File: config.mk
export PLATFORM = sky130hd
export DESIGN_NAME = ksa_wide_add_ctrl
export DESIGN_NICKNAME = d
export VERILOG_FILES = /design/src/rtl/ksa_wide_add_ctrl_pkg.sv /design/src/rtl/ksa_wide_add_ctrl_adder.sv /design/src/rtl/ksa_wide_add_ctrl.sv
export SDC_FILE = /design/constraint.sdc
export NUM_CORES = 1
export LEC_CHECK = 0
export CORE_AREA = 2 2 142 178
export CTS_BUF_LIST = sky130_fd_sc_hd__clkbuf_2 sky130_fd_sc_hd__clkbuf_4 sky130_fd_sc_hd__clkbuf_8
export DETAILED_ROUTE_END_ITERATION = 6
export DIE_AREA = 0 0 144 180
export DONT_BUFFER_PORTS = 1
export PLACE_DENSITY = 0.66
export SETUP_SLACK_MARGIN = 0.05
export SLEW_MARGIN = 15
export SYNTH_ARGS = -nofsm -noshare
export SYNTH_HDL_FRONTEND = slang
export SYNTH_SLANG_ARGS = --single-unit
File: constraint.sdc
create_clock -name clk -period 7.1 [get_ports clk]
set_clock_uncertainty 0.15 [all_clocks]
set_input_delay 0.71 -clock clk [delete_from_list [all_inputs] [get_ports clk]]
set_output_delay 0.71 -clock clk [all_outputs]
set_load 0.01 [all_outputs]
File: src/rtl/ksa_wide_add_ctrl_pkg.sv
// Shared definitions for the wide add/subtract sequencer: word width,
// FSM state encoding and a word-select helper.
package ksa_ctrl_pkg;

   localparam int WORD_W    = 16;
   localparam int MAX_WORDS = 16;
   localparam int MAX_W     = WORD_W * MAX_WORDS;

   typedef enum logic [1:0] {
      IDLE = 2'd0,
      RUN  = 2'd1,
      DONE = 2'd2
   } state_t;

   // Word i of a vector zero-extended to MAX_W bits.
   function automatic logic [WORD_W-1:0] get_word(input logic [MAX_W-1:0] v,
                                                  input int unsigned       i);
      return v[i*WORD_W +: WORD_W];
   endfunction

endpackage

File: src/rtl/ksa_wide_add_ctrl_adder.sv
// 16-bit Kogge-Stone prefix adder, purely combinational.
// The carry-in is folded in after the prefix tree: carry into bit i+1 is
// G[i:0] | (P[i:0] & cin).
module KoggeStoneAdder
   import ksa_ctrl_pkg::*;
(
   input  logic [WORD_W-1:0] x,
   input  logic [WORD_W-1:0] y,
   input  logic              cin,
   output logic              cout,
   output logic [WORD_W-1:0] sum
);

   logic [WORD_W-1:0] w_p0;
   logic [WORD_W-1:0] w_g;
   logic [WORD_W-1:0] w_p;
   logic [WORD_W-1:0] w_gn;
   logic [WORD_W-1:0] w_pn;
   logic [WORD_W:0]   w_c;

   // Prefix tree over log2(16)=4 levels, then carries and sum bits.
   always_comb begin
      w_p0 = x ^ y;
      w_g  = x & y;
      w_p  = w_p0;
      w_gn = '0;
      w_pn = '0;
      w_c  = '0;
      for (int lvl = 0; lvl < 4; lvl++) begin
         w_gn = w_g;
         w_pn = w_p;
         for (int i = (1 << lvl); i < WORD_W; i++) begin
            w_gn[i] = w_g[i] | (w_p[i] & w_g[i - (1 << lvl)]);
            w_pn[i] = w_p[i] & w_p[i - (1 << lvl)];
         end
         w_g = w_gn;
         w_p = w_pn;
      end
      w_c[0] = cin;
      for (int i = 0; i < WORD_W; i++) begin
         w_c[i+1] = w_g[i] | (w_p[i] & cin);
      end
   end

   assign sum  = w_p0 ^ w_c[WORD_W-1:0];
   assign cout = w_c[WORD_W];

endmodule

File: src/rtl/ksa_wide_add_ctrl.sv
// Wide add/subtract sequencer: feeds one 16-bit Kogge-Stone adder a word
// per cycle, LS word first, chaining the carry through a register.
module ksa_wide_add_ctrl
   import ksa_ctrl_pkg::*;
#(
   parameter  int WORDS = 4,
   localparam int W     = WORD_W * WORDS
)(
   input  logic         clk,
   input  logic         rst_n,
   input  logic         in_valid,
   output logic         in_ready,
   input  logic         op_sub,
   input  logic [W-1:0] a,
   input  logic [W-1:0] b,
   output logic         out_valid,
   input  logic         out_ready,
   output logic [W-1:0] result,
   output logic         cout,
   output logic         ovf
);

   localparam int IDX_W = $clog2(WORDS);

   state_t            r_state;
   state_t            w_state_nxt;
   logic [W-1:0]      r_a;
   logic [W-1:0]      r_b;
   logic              r_carry;
   logic [IDX_W-1:0]  r_idx;
   logic [W-1:0]      r_result;
   logic              r_cout;
   logic              r_ovf;

   logic [MAX_W-1:0]  w_a_ext;
   logic [MAX_W-1:0]  w_b_ext;
   logic [WORD_W-1:0] w_x;
   logic [WORD_W-1:0] w_y;
   logic [WORD_W-1:0] w_sum;
   logic              w_cout;
   logic              w_last;
   logic              w_ovf;
   logic              w_accept;
   logic [WORDS-1:0]  w_word_we;

   // Zero-extend operands so the package word selector can be shared.
   always_comb begin
      w_a_ext          = '0;
      w_b_ext          = '0;
      w_a_ext[W-1:0]   = r_a;
      w_b_ext[W-1:0]   = r_b;
   end

   assign w_x = get_word(w_a_ext, 32'(r_idx));
   assign w_y = get_word(w_b_ext, 32'(r_idx));

   KoggeStoneAdder u_adder (
      .x    (w_x),
      .y    (w_y),
      .cin  (r_carry),
      .cout (w_cout),
      .sum  (w_sum)
   );

   assign w_last   = (r_idx == IDX_W'(WORDS - 1));
   assign w_accept = (r_state == IDLE) && in_valid;
   // b is already inverted for subtract, so this is the plain add rule.
   assign w_ovf    = (r_a[W-1] == r_b[W-1]) && (w_sum[WORD_W-1] != r_a[W-1]);

   // One-hot write enable for the result word being produced this cycle.
   for (genvar k = 0; k < WORDS; k++) begin : g_we
      assign w_word_we[k] = (r_state == RUN) && (r_idx == IDX_W'(k));
   end

   // State register.
   always_ff @(posedge clk or negedge rst_n) begin
      if (!rst_n) r_state <= IDLE;
      else        r_state <= w_state_nxt;
   end

   // Next-state and handshake outputs.
   always_comb begin
      w_state_nxt = r_state;
      in_ready    = 1'b0;
      out_valid   = 1'b0;
      case (r_state)
         IDLE: begin
            in_ready = 1'b1;
            if (in_valid) w_state_nxt = RUN;
         end
         RUN: begin
            if (w_last) w_state_nxt = DONE;
         end
         DONE: begin
            out_valid = 1'b1;
            if (out_ready) w_state_nxt = IDLE;
         end
         default: w_state_nxt = IDLE;
      endcase
   end

   // Operand capture, carry chain, word counter and result/flag registers.
   always_ff @(posedge clk or negedge rst_n) begin
      if (!rst_n) begin
         r_a      <= '0;
         r_b      <= '0;
         r_carry  <= 1'b0;
         r_idx    <= '0;
         r_result <= '0;
         r_cout   <= 1'b0;
         r_ovf    <= 1'b0;
      end else begin
         if (w_accept) begin
            r_a     <= a;
            r_b     <= op_sub ? ~b : b;
            r_carry <= op_sub;
            r_idx   <= '0;
         end
         if (r_state == RUN) begin
            for (int k = 0; k < WORDS; k++) begin
               if (w_word_we[k]) r_result[k*WORD_W +: WORD_W] <= w_sum;
            end
            r_carry <= w_cout;
            if (w_last) begin
               r_cout <= w_cout;
               r_ovf  <= w_ovf;
            end else begin
               r_idx  <= r_idx + 1'b1;
            end
         end
      end
   end

   assign result = r_result;
   assign cout   = r_cout;
   assign ovf    = r_ovf;

endmodule

Word-level counts from Yosys, hierarchy flattened
Cells that the tools add are included.
{"block": "totals", "reg_bits": 199, "input_bits": 133, "out_inout_bits": 68, "elab_cells": 234}
{"block": "classes", "addsub": 1, "eq_ne": 10, "shifts": 2, "muxes": 12, "bitwise": 183, "reduce_logical": 15}
{"cell": "$shiftx A256 B7 Y16", "count": 2}
{"cell": "$and A1 B1 Y1", "count": 114}
{"cell": "$or A1 B1 Y1", "count": 65}
{"cell": "$mux W64", "count": 1}
{"cell": "$not A64 Y64", "count": 1}
{"cell": "$xor A16 B16 Y16", "count": 2}
{"cell": "$and A16 B16 Y16", "count": 1}
{"cell": "$mux W2", "count": 6}
{"cell": "$reduce_and A2 Y1", "count": 5}
{"cell": "$eq A2 B2 Y1 const B", "count": 3}
{"cell": "$logic_and A1 B1 Y1", "count": 6}
{"cell": "$ne A2 B2 Y1 const B", "count": 3}
{"cell": "$pmux W2 S3", "count": 1}
{"cell": "$eq A2 B1 Y1 const B", "count": 2}
{"cell": "$logic_not A2 Y1", "count": 2}
{"cell": "$mux W1", "count": 4}
{"cell": "$reduce_and A3 Y1", "count": 1}
{"cell": "$add A2 B1 Y2 const B", "count": 1}
{"cell": "$reduce_bool A2 Y1", "count": 1}
{"cell": "$eq A1 B1 Y1", "count": 1}
{"cell": "$ne A1 B1 Y1", "count": 1}

Longest topological paths before layout
Gate-level depths: netlist of run 1.
{"block": "logic_depth", "ltp_word": 13, "ltp_mapped": 12, "ltp_nobuf": 8}

By module
A second synthesis of run 1 with hierarchy kept.
{"block": "unflattened", "cells_unflattened": 745, "hier_area_um2": 9728.1}
{"mod": "ksa_wide_add_ctrl", "n_inst": 1, "cells_each": 626, "area_each_um2": 8874.8, "seq_area_each_um2": 4979.8}
{"mod": "KoggeStoneAdder", "n_inst": 1, "cells_each": 119, "area_each_um2": 853.3, "seq_area_each_um2": 0.0}

Worst setup path before layout of run 1
OpenSTA, ideal clock, no wires.
{"block": "synth_path", "path_kind": "flip-flop to flip-flop", "start": "register r_idx[0]", "end": "register r_carry", "setup_time_ns": 0.126, "t_arrival_ns": 3.170, "required_time_ns": 6.824, "path_slack_ns": 3.654, "stages_incl_launch_ff": 12, "n_path_buf": 3, "period_less_slack_ns": 3.446, "path_cell_list": "dfrtp_1 -> clkbuf_1 -> buf_2 -> mux4_2 -> ha_1 -> a211oi_2 -> o21bai_2 -> o221ai_1 -> o221a_2 -> buf_2 -> nor2_1 -> a221o_1"}
{"block": "synth_between", "elab_chain_len": 12, "word_cells_on_any_way": 52, "classes_between": "shift (2); mux (1); bitwise (49)"}
{"element": "start: declaration", "line_no": "ksa_wide_add_ctrl.sv:30", "source": "logic [IDX_W-1:0] r_idx;"}
{"element": "start signal: assignment", "line_no": "ksa_wide_add_ctrl.sv:128", "source": "r_idx <= r_idx + 1'b1;"}
{"element": "$shiftx A256 B7 Y16", "line_no": "ksa_wide_add_ctrl_pkg.sv:18", "source": "return v[i*WORD_W +: WORD_W];"}
{"element": "$xor A16 B16 Y16 or $and A16 B16 Y16 (tied branches)", "line_no": "ksa_wide_add_ctrl_adder.sv:23, ksa_wide_add_ctrl_adder.sv:24"}
{"element": "$and A1 B1 Y1", "line_no": "ksa_wide_add_ctrl_adder.sv:33", "source": "w_gn[i] = w_g[i] | (w_p[i] & w_g[i - (1 << lvl)]);"}
{"element": "$or A1 B1 Y1", "line_no": "ksa_wide_add_ctrl_adder.sv:33"}
{"element": "$and A1 B1 Y1", "line_no": "ksa_wide_add_ctrl_adder.sv:33"}
{"element": "$or A1 B1 Y1", "line_no": "ksa_wide_add_ctrl_adder.sv:33"}
{"element": "$and A1 B1 Y1", "line_no": "ksa_wide_add_ctrl_adder.sv:33"}
{"element": "$or A1 B1 Y1", "line_no": "ksa_wide_add_ctrl_adder.sv:33"}
{"element": "$and A1 B1 Y1", "line_no": "ksa_wide_add_ctrl_adder.sv:33"}
{"element": "$or A1 B1 Y1", "line_no": "ksa_wide_add_ctrl_adder.sv:33"}
{"element": "$or A1 B1 Y1 (*)", "line_no": "ksa_wide_add_ctrl_adder.sv:41", "source": "w_c[i+1] = w_g[i] | (w_p[i] & cin);"}
{"element": "$mux W1 (*)", "line_no": "ksa_wide_add_ctrl.sv:119", "source": "if (r_state == RUN) begin"}
{"element": "end signal: assignment", "line_no": "ksa_wide_add_ctrl.sv:116", "source": "r_carry <= op_sub;"}
{"element": "end signal: assignment", "line_no": "ksa_wide_add_ctrl.sv:123", "source": "r_carry <= w_cout;"}
{"element": "end: declaration", "line_no": "ksa_wide_add_ctrl.sv:29", "source": "logic r_carry;"}
Mark *: on every way between the ends. The rest lies on a longest branch, timed or not.
A chain may end at the register's enable or synchronous reset.

Final worst setup path of run 1
{"block": "layout_path", "start": "register r_idx[0]", "end": "register r_result[28] (netlist: result[28])"}
{"block": "layout_between", "elab_chain_len": 11, "word_cells_on_any_way": 43, "classes_between": "eq/ne (1); shift (2); bitwise (38); reduce/logical (2)"}
{"element": "$shiftx A256 B7 Y16", "line_no": "ksa_wide_add_ctrl_pkg.sv:18"}
{"element": "$xor A16 B16 Y16 or $and A16 B16 Y16 (tied branches)", "line_no": "ksa_wide_add_ctrl_adder.sv:23, ksa_wide_add_ctrl_adder.sv:24"}
{"element": "$and A1 B1 Y1", "line_no": "ksa_wide_add_ctrl_adder.sv:33"}
{"element": "$or A1 B1 Y1", "line_no": "ksa_wide_add_ctrl_adder.sv:33"}
{"element": "$and A1 B1 Y1", "line_no": "ksa_wide_add_ctrl_adder.sv:33"}
{"element": "$or A1 B1 Y1", "line_no": "ksa_wide_add_ctrl_adder.sv:33"}
{"element": "$and A1 B1 Y1", "line_no": "ksa_wide_add_ctrl_adder.sv:33"}
{"element": "$or A1 B1 Y1 (2 in a row)", "line_no": "ksa_wide_add_ctrl_adder.sv:33"}
{"element": "$or A1 B1 Y1", "line_no": "ksa_wide_add_ctrl_adder.sv:41"}
{"element": "$xor A16 B16 Y16", "line_no": "ksa_wide_add_ctrl_adder.sv:45", "source": "assign sum = w_p0 ^ w_c[WORD_W-1:0];"}
{"element": "end signal: indexed assignment", "line_no": "ksa_wide_add_ctrl.sv:121", "source": "if (w_word_we[k]) r_result[k*WORD_W +: WORD_W] <= w_sum;"}
{"element": "end: declaration", "line_no": "ksa_wide_add_ctrl.sv:31", "source": "logic [W-1:0] r_result;"}
Several ways; a longest one is shown, not always the timed one.

==> metrics, run 1 <==
status=finished clean; RePlAce Congestion=0.843; Max Slew Vio Count=0; Worst Path Buf+Inv=1; clock buffer depth=2; vias=6081; worst slew pin tran=1.03 ns; chip width=144 µm; H-tree levels=4; WL per Instance=19.6 µm; Worst-path clk slew=0.11 ns; FFs w/ async S/R, synth=100%; Final ANT Viol Nets=0; Post-CTS Resized=0; Worst R2R End=result[28]$_DFFE_PN0P_; root buf cell=clkbuf_8; number of synthesized flops with an enable pin=0; Core Box Area=0.0243 mm²; Final Core Density=42.0%; Worst setup SP type=register; largest net degree at the start of global routing=200; initial antenna violation count=3; Fill cells=2304; initial core utilization=39.4%; FMAX=255 MHz; Ports=201; final setup fails=0; crit-path cells=buf_4, mux4_2, ha_1, a211oi_2, o21bai_2, o221ai_1, o221a_2, xor2_1, o21ai_0; # DRC=0; Site Rows=64; RSZ-0062 raised after global routing=no; clock latency on the worst-skew pair=0.48 ns; clock sink count=199; setup TNS=0 ns; GRT overflow=0; CP arrival=4.09 ns; post-route clock period utilization=55.1%; Synth Area in XOR/XNOR=6.96%; Die ar.=0.0259 mm²; Seq cells post-synth=199; gr usage total=17.9%; share of cells above drive strength 1=18.1%; Post-Syn Area per Cell=11.4 µm²; synthesized cell area=0.00956 mm²; Layout area overhead=6.52%; mux cell area share after synthesis=15.2%; cells on worst reg2reg path=9; complex-gate fraction of the synthesized area=11.2%; Synth Area in Simple Gates=9.03%; Max-Cap Viols=0; crit path kind=register to register; CTS Buf Count=17; final WL=22600 µm; Yosys warnings=0; R2R setup slack=3.19 ns; Port Buffer Count=0; vias per cell=5.27; syn nets=993; vias in the first global route=6146; CP endpoint kind=register; # nets final=962; Worst slew margin=30.9%; r2r startpoint=r_idx[0]$_DFF_PN0_; slowest stage delay, CP=0.65 ns; cell class contributing the biggest share of worst-path delay=compound AO/OA/AOI/OAI gates; Worst Hold Class=input pin to async pin; first-pass GRT wire length=35100 µm; largest family of logic cells by synthesized area=multiplexers; Die Span Y=180 µm; DRT iter0 DRCs=272; register area share after synthesis=52.1%; min cycle time layout=3.91 ns; Worst EP required=7.27 ns; hpwl dp=16000 µm; CTS tree=done; cells after synthesis=839; slowest stage cell, crit path=mux4_2; Fin. Hold Viols=0; Distinct cells, synth=56; Synth Area in Adders=2.83%; Top FF cell, synth=dfrtp_1; First-pass DRT Iterations=5; critical-path maximum fanout=34
[cells in the mapped netlist (2+ instances only)]
cell | instances | area, µm²
o21bai_1 | 2 | 15.0
xor2_1 | 4 | 35.0
o21ai_0 | 63 | 315
mux4_2 | 32 | 721
nor2b_1 | 3 | 18.8
nor2_1 | 74 | 278
nand3b_1 | 3 | 22.5
dfrtp_1 | 199 | 4980
buf_2 | 20 | 100
a21oi_1 | 77 | 385
buf_1 | 7 | 26.3
clkbuf_1 | 27 | 101
o211ai_1 | 8 | 60.1
or3_1 | 2 | 12.5
nand2_1 | 86 | 323
xnor2_1 | 72 | 631
and3_1 | 3 | 18.8
a221oi_1 | 3 | 26.3
o21a_1 | 2 | 15.0
a22o_1 | 3 | 26.3
inv_1 | 6 | 22.5
nand3_1 | 11 | 55.1
a211oi_1 | 2 | 15.0
nor3_1 | 4 | 20.0
and2b_1 | 2 | 15.0
mux2_2 | 65 | 732
ha_1 | 20 | 250
a31oi_1 | 2 | 12.5
a21o_1 | 4 | 30.0
and2_1 | 7 | 43.8
[per-layer routing]
layer  vias up  share of wire [%]  global-route usage (%)
li1       2871                  -                       -
met1      2981                 43                    23.3
met2       204                 48                    28.8
met3        23                7.7                    5.33
met4         2                1.5                    5.14
met5         -              0.031                       0
[through the flow]
step | setup WS [ns] | instance area [µm²] | hold WS (ns) | cells
floorplan | 3.65 | 9560 | 0.264 | 839
global placement | 3.35 | 9770 | 0.275 | 1118
detailed placement | 3.17 | 9770 | 0.275 | 1118
CTS | 3.15 | 10200 | 0.143 | 1151
global route | 2.87 | 10200 | 0.151 | 1152
finish | 3.19 | 10200 | 0.138 | 1153
[cell families after synthesis]
group,after synthesis
compound gates,183
mux,97
simple gates,202
fa+ha+maj,21
xor+xnor,76
buf+inv,61
flops,199
[flip-flops by register name, indices dropped and copies added (netlist names)]
signal   flops
result      64
cout         1
r_b         64
r_carry      1
r_a         64
ovf          1
r_idx        2
r_state      2
[worst max-delay path by stage]
stage | end | startpoint | depth (start not counted) | slack, ns
after floorplan | r_carry$_DFFE_PN0P_ | r_idx[0]$_DFF_PN0_ | 11 | 3.65
after global placement | result[44]$_DFFE_PN0P_ | r_idx[0]$_DFF_PN0_ | 9 | 3.35
after detailed placement | result[28]$_DFFE_PN0P_ | r_idx[0]$_DFF_PN0_ | 9 | 3.17
after CTS | result[28]$_DFFE_PN0P_ | r_idx[0]$_DFF_PN0_ | 9 | 3.15
after global routing | result[28]$_DFFE_PN0P_ | r_idx[0]$_DFF_PN0_ | 9 | 2.87
final | result[28]$_DFFE_PN0P_ | r_idx[0]$_DFF_PN0_ | 9 | 3.19
[final cells by class]
cell class	instances	area, µm²	share of cell area [%]
repair buffers	5	57.6	0.565
diodes	2	5.00	0.0491
inverters	6	22.5	0.221
clock inverters	13	133	1.30
flip-flops and latches	199	4980	48.9
clock buffers	19	249	2.44
well taps	330	413	4.05
multi-input cells	579	4320	42.4
[what timing repair did]
action                                 4_1_cts  5_1_grt
setup buffers                                0        0
hold buffers                                 1        0
endpoints found under the hold margin      199        0
[placed cells by master (no fill, tap or decap), types with 4 or more instances in the layout]
master,netlist,final
nor2_1,74,74
mux4_2,32,32
o211ai_1,8,8
and2_1,7,6
inv_6,0,5
nor3_1,4,4
nand2_1,86,86
a21oi_1,77,77
clkbuf_8,0,17
o21ai_0,63,63
buf_4,0,4
inv_1,6,6
dfrtp_1,199,197
xnor2_1,72,72
xor2_1,4,4
mux2_2,65,65
a21o_1,4,4
nand3_1,11,11
ha_1,20,20
Power of run 1 is not shown: default switching activity piles up to over one toggle a cycle in this logic, so the estimate is an artifact.
==> run 2, diff against run 1 <==
==> constraint.sdc (replaced) <==
create_clock -name clk -period 3.75 [get_ports clk]
set_clock_uncertainty 0.15 [all_clocks]
set_input_delay 0.375 -clock clk [delete_from_list [all_inputs] [get_ports clk]]
set_output_delay 0.375 -clock clk [all_outputs]
set_load 0.01 [all_outputs]
==> run 2 against run 1 <==
  * The flow now finishes with violations (negative hold slack)
  * Largest cell class unchanged
  * Maximum frequency up 14%
  * Sequential share of layout area down 8.3 points
  * Global-route usage is 2.2 points higher
  * Register-to-register slack worse by 2.9 ns
  * Critical path type unchanged
==> metrics, run 2 (synthesized netlist as in run 1, its figures left out) <==
Leakage Power=4.97 nW; ANT cells=0; DRT iter0 DRCs=441; Post-CTS Resized=0; Die ar.=0.0259 mm²; clock latency on the worst-skew pair=0.50 ns; gr usage total=20.1%; setup bufs post-CTS=0; H-tree levels=4; hpwl dp=16100 µm; root buf cell=clkbuf_8; largest net degree at the start of global routing=200; WL per Instance=18.8 µm; Port Buffer Count=0; CTS Buf Count=17; cell class contributing the biggest share of worst-path delay=compound AO/OA/AOI/OAI gates; cells on worst reg2reg path=9; # DRC=0; R2R setup slack=0.33 ns; vias=6927; slowest stage delay, CP=0.56 ns; Layout area overhead=28.1%; most common cell after layout, fill and taps aside=dfrtp_1; vias per cell=5.12; Fill cells=2090; crit-path cells=buf_4, mux4_2, ha_1, a21oi_1, o21ai_1, a311oi_2, a21boi_1, or4_1, a31oi_1; Fin. Hold Viols=199; Core Box Area=0.0243 mm²; chip width=144 µm; worst slew pin tran=0.532 ns; CP arrival=3.69 ns; min cycle time layout=3.42 ns; pwr/cell area=1040 mW/mm²; setup TNS=0 ns; Site Rows=64; critical-path maximum fanout=16; CP endpoint kind=register; most frequent cells in the layout=dfrtp_1 (197), dlygate4sd3_1 (194), nand2_1 (86), a21oi_1 (77), nor2_1 (74); fin cells=1353; Worst slew margin=64.4%; clock buffer depth=2; # nets final=1164; GRT overflow=0; Worst EP required=4.02 ns; Final ANT Viol Nets=0; FMAX=292 MHz; final WL=25400 µm; final setup fails=0; Crit path depth=9; Worst R2R End=ovf$_DFFE_PN0P_; share of cells above drive strength 1=15.3%; slowest stage cell, crit path=mux4_2; worst hold margin=-0.577 ns; RePlAce Congestion=0.862; initial antenna violation count=0; vias in the first global route=7208; r2r startpoint=r_idx[0]$_DFF_PN0_; RSZ-0062 raised after global routing=no; initial core utilization=39.4%; post-route clock period utilization=91.3%; Max IR drop VDD=0.000489 V; crit path kind=register to register; placed cell count=1127; Hold Buf Count CTS=194; status=finished with violations; clock sink count=199; Worst setup SP type=register; First-pass DRT Iterations=4; Max-Cap Viols=0; Worst-path clk slew=0.12 ns; first-pass GRT wire length=40000 µm; Max Slew Vio Count=0; Die Span Y=180 µm; Worst Path Buf+Inv=1; Worst Hold Class=input pin to async pin; failing checks=negative hold slack; Ports=201; CTS tree=done
-- run 2: cell count changes in the layout (fill, tap and decap cells not counted) --
cell / before / now
inv_6: 5 / 3
buf_4: 4 / 10
bufinv_16: 0 / 1
diode_2: 2 / 0
buf_12: 0 / 3
buf_16: 1 / 0
clkbuf_4: 2 / 0
dlygate4sd3_1: 0 / 194
clkinv_8: 2 / 6
clkinv_4: 2 / 1
-- run 2: metrics by stage --
stage          instance area [µm²]  setup WS [ns]  utilization [%]  total power [mW]
2_1_floorplan                 9560          0.304                -              9.16
3_3_place_gp                  9880          0.429             40.7              10.9
3_5_place_dp                  9880          0.358             40.7              11.0
4_1_cts                      12300          0.337             50.5              12.7
5_1_grt                      12300          0.103             50.5              13.8
6_report                     12300          0.327             50.5              12.7
-- run 2: power by group --
part           switching (mW)  internal (mW)
clock network           0.907          0.578
logic                    4.04           3.06
registers               0.899           3.25
total                    5.84           6.88
-- run 2: final cells by class --
cell class                      instances  area, µm²  area share [%]
Clock buffer                           17        234            1.91
Clock inverter                         15        201            1.64
Inverter                                6       22.5           0.184
Multi-Input combinational cell        579       4320            35.3
Sequential cell                       199       4980            40.7
Tap cell                              330        413            3.37
Timing Repair Buffer                  207       2080            17.0
-- run 2: how the worst max path moves through the flow --
stage                        from                endpoint  slack (ns)
2_1_floorplan  r_idx[0]$_DFF_PN0_     r_carry$_DFFE_PN0P_        0.30
6_report       r_idx[0]$_DFF_PN0_         ovf$_DFFE_PN0P_        0.33
5_1_grt        r_idx[0]$_DFF_PN0_         ovf$_DFFE_PN0P_        0.10
4_1_cts        r_idx[0]$_DFF_PN0_         ovf$_DFFE_PN0P_        0.34
3_5_place_dp   r_idx[0]$_DFF_PN0_  result[28]$_DFFE_PN0P_        0.36
3_3_place_gp   r_idx[0]$_DFF_PN0_  result[28]$_DFFE_PN0P_        0.43
-- run 2: per-layer routing --
layer | GRT usage [%] | part of all wire (%)
met1 | 25.5 | 41
met2 | 34.2 | 51
met3 | 4.69 | 6.3
met4 | 5.73 | 1.3
met5 | 0 | 0
No activity file was read; power rests on OpenSTA's default activity.
==> run 3, diff against run 2 <==
--- a/config.mk
+++ b/config.mk
@@ -7,10 +7,12 @@
 export LEC_CHECK = 0
 export CORE_AREA = 2 2 142 178
 export CTS_BUF_LIST = sky130_fd_sc_hd__clkbuf_2 sky130_fd_sc_hd__clkbuf_4 sky130_fd_sc_hd__clkbuf_8
+export CTS_CLUSTER_SIZE = 14
 export DETAILED_ROUTE_END_ITERATION = 6
 export DIE_AREA = 0 0 144 180
 export DONT_BUFFER_PORTS = 1
 export PLACE_DENSITY = 0.66
+export REMOVE_ABC_BUFFERS = 1
 export SETUP_SLACK_MARGIN = 0.05
 export SLEW_MARGIN = 15
 export SYNTH_ARGS = -nofsm -noshare
==> run 3 against run 2 <==
  * Clock-buffer cell count unchanged
  * Routed wire length fell by 1.1%
  * Cell area down 0.58%
  * Cell count down 0.30%
  * Highest routed layer unchanged
  * Largest cell class unchanged
  * The flow still finishes with violations (negative hold slack)
  * Sequential power barely moved
==> metrics, run 3 (synthesized netlist as in run 1, its figures left out) <==
slowest stage delay, CP=0.60 ns; First-pass DRT Iterations=5; CTS tree=done; crit-path cells=buf_12, mux4_2, ha_1, a21oi_1, o21ai_1, a311oi_2, a21boi_1, or4_1, a31oi_1; CP arrival=3.62 ns; Worst slew margin=61.6%; vias in the first global route=7457; Core Box Area=0.0243 mm²; initial antenna violation count=1; vias=6964; H-tree levels=4; clock buffer depth=2; # DRC=0; Port Buffer Count=0; setup TNS=0 ns; clock latency on the worst-skew pair=0.49 ns; initial core utilization=39.4%; pwr/cell area=1040 mW/mm²; CTS Buf Count=17; final setup fails=0; vias per cell=5.16; WL per Instance=18.7 µm; worst hold margin=-0.568 ns; worst slew pin tran=0.574 ns; # nets final=1161; gr busiest metal=met2; RePlAce Congestion=0.800; Worst Hold Class=input pin to async pin; most frequent cells in the layout=dfrtp_1 (197), dlygate4sd3_1 (192), nand2_1 (86), a21oi_1 (77), nor2_1 (74); fin cells=1349; met2 Resource Use GR=35.5%; Ports=201; status=finished with violations; Fin. Hold Viols=199; RSZ-0062 raised after global routing=no; first-pass GRT wire length=39900 µm; Max Slew Vio Count=0; Worst EP required=4.02 ns; chip width=144 µm; gr usage total=20.0%; global-route met3 utilization=4.18%; Max-Cap Viols=0; design area=0.0122 mm²; Die Span Y=180 µm; share of cells above drive strength 1=15.1%; clock sink count=199; Die ar.=0.0259 mm²; Max IR drop VDD=0.000484 V; Setup crit start=r_idx[1]$_DFF_PN0_; placed cell count=1126; r2r startpoint=r_idx[1]$_DFF_PN0_; slowest stage cell, crit path=dfrtp_2; Fill cells=2086; DRT iter0 DRCs=445; post-route clock period utilization=89.5%; min cycle time layout=3.36 ns; Layout area overhead=27.4%; GRT overflow=0; Leakage Power=4.93 nW; largest net degree at the start of global routing=200; Worst-path clk slew=0.12 ns; failing checks=negative hold slack; most common cell after layout, fill and taps aside=dfrtp_1; placed inst area=0.00988 mm²; final WL=25200 µm; FMAX=298 MHz; root buf cell=clkbuf_8; critical-path maximum fanout=26; CP endpoint kind=register; Final ANT Viol Nets=0; Worst setup SP type=register; cell class contributing the biggest share of worst-path delay=compound AO/OA/AOI/OAI gates; M1 GR Usage=23.6%; Worst Path Buf+Inv=1; crit path kind=register to register; hpwl dp=16000 µm; Site Rows=64
==> run 3: layout make-up <==
class | count | area, µm² | share of cell area [%]
Antenna cell | 1 | 2.50 | 0.0205
Timing Repair Buffer | 204 | 2060 | 16.9
Clock inverter | 13 | 143 | 1.17
Tap cell | 330 | 413 | 3.39
Clock buffer | 17 | 234 | 1.92
Inverter | 6 | 22.5 | 0.185
Sequential cell | 199 | 4980 | 40.9
Multi-Input combinational cell | 579 | 4320 | 35.5
==> run 3: metrics by stage <==
stage / worst slack [ns] / power (mW) / utilization [%] / hold slack [ns]
after floorplan: -1.37 / 9.05 / - / -0.0706
after global placement: 0.426 / 10.9 / 40.7 / -0.0644
after detailed placement: 0.429 / 11.1 / 40.7 / -0.0635
after CTS: 0.392 / 12.7 / 50.2 / -0.601
after global routing: 0.182 / 13.7 / 50.2 / -0.620
final: 0.393 / 12.7 / 50.2 / -0.568
==> run 3: timing repair <==
| item | in CTS | in global routing |
|---|---|---|
| endpoints found under the hold margin | 329 | 200 |
| hold buffers | 191 | 1 |
| buffers inserted | 0 | 0 |
| gates resized for setup | 0 | 0 |
==> run 3: final timing paths <==
path / to / cells after the start / slack [ns]
max: ovf$_DFFE_PN0P_ / 9 / 0.39
min: r_b[52]$_DFFE_PN0P_ / 0 / -0.57
max reg2reg: ovf$_DFFE_PN0P_ / 9 / 0.39
min reg2reg: r_a[47]$_DFFE_PN0P_ / 1 / 0.37
max in group asynchronous: r_b[13]$_DFFE_PN0P_ / 0 / 3.70
min in group clk: r_b[63]$_DFFE_PN0P_ / 2 / 0.07
==> run 3: where the power goes <==
part	total (mW)	leakage [nW]	switching, mW	internal [mW]
logic	7.15	2.40	4.06	3.09
clock network	1.38	0.186	0.833	0.544
registers	4.14	2.34	0.890	3.25
==> run 3: per-layer routing <==
| layer | routed length, µm | part of all wire [%] |
|---|---|---|
| met4 | 648 | 2.6 |
| met3 | 1220 | 4.9 |
| met2 | 13400 | 53 |
| met1 | 9870 | 39 |
| met5 | 0 | 0 |
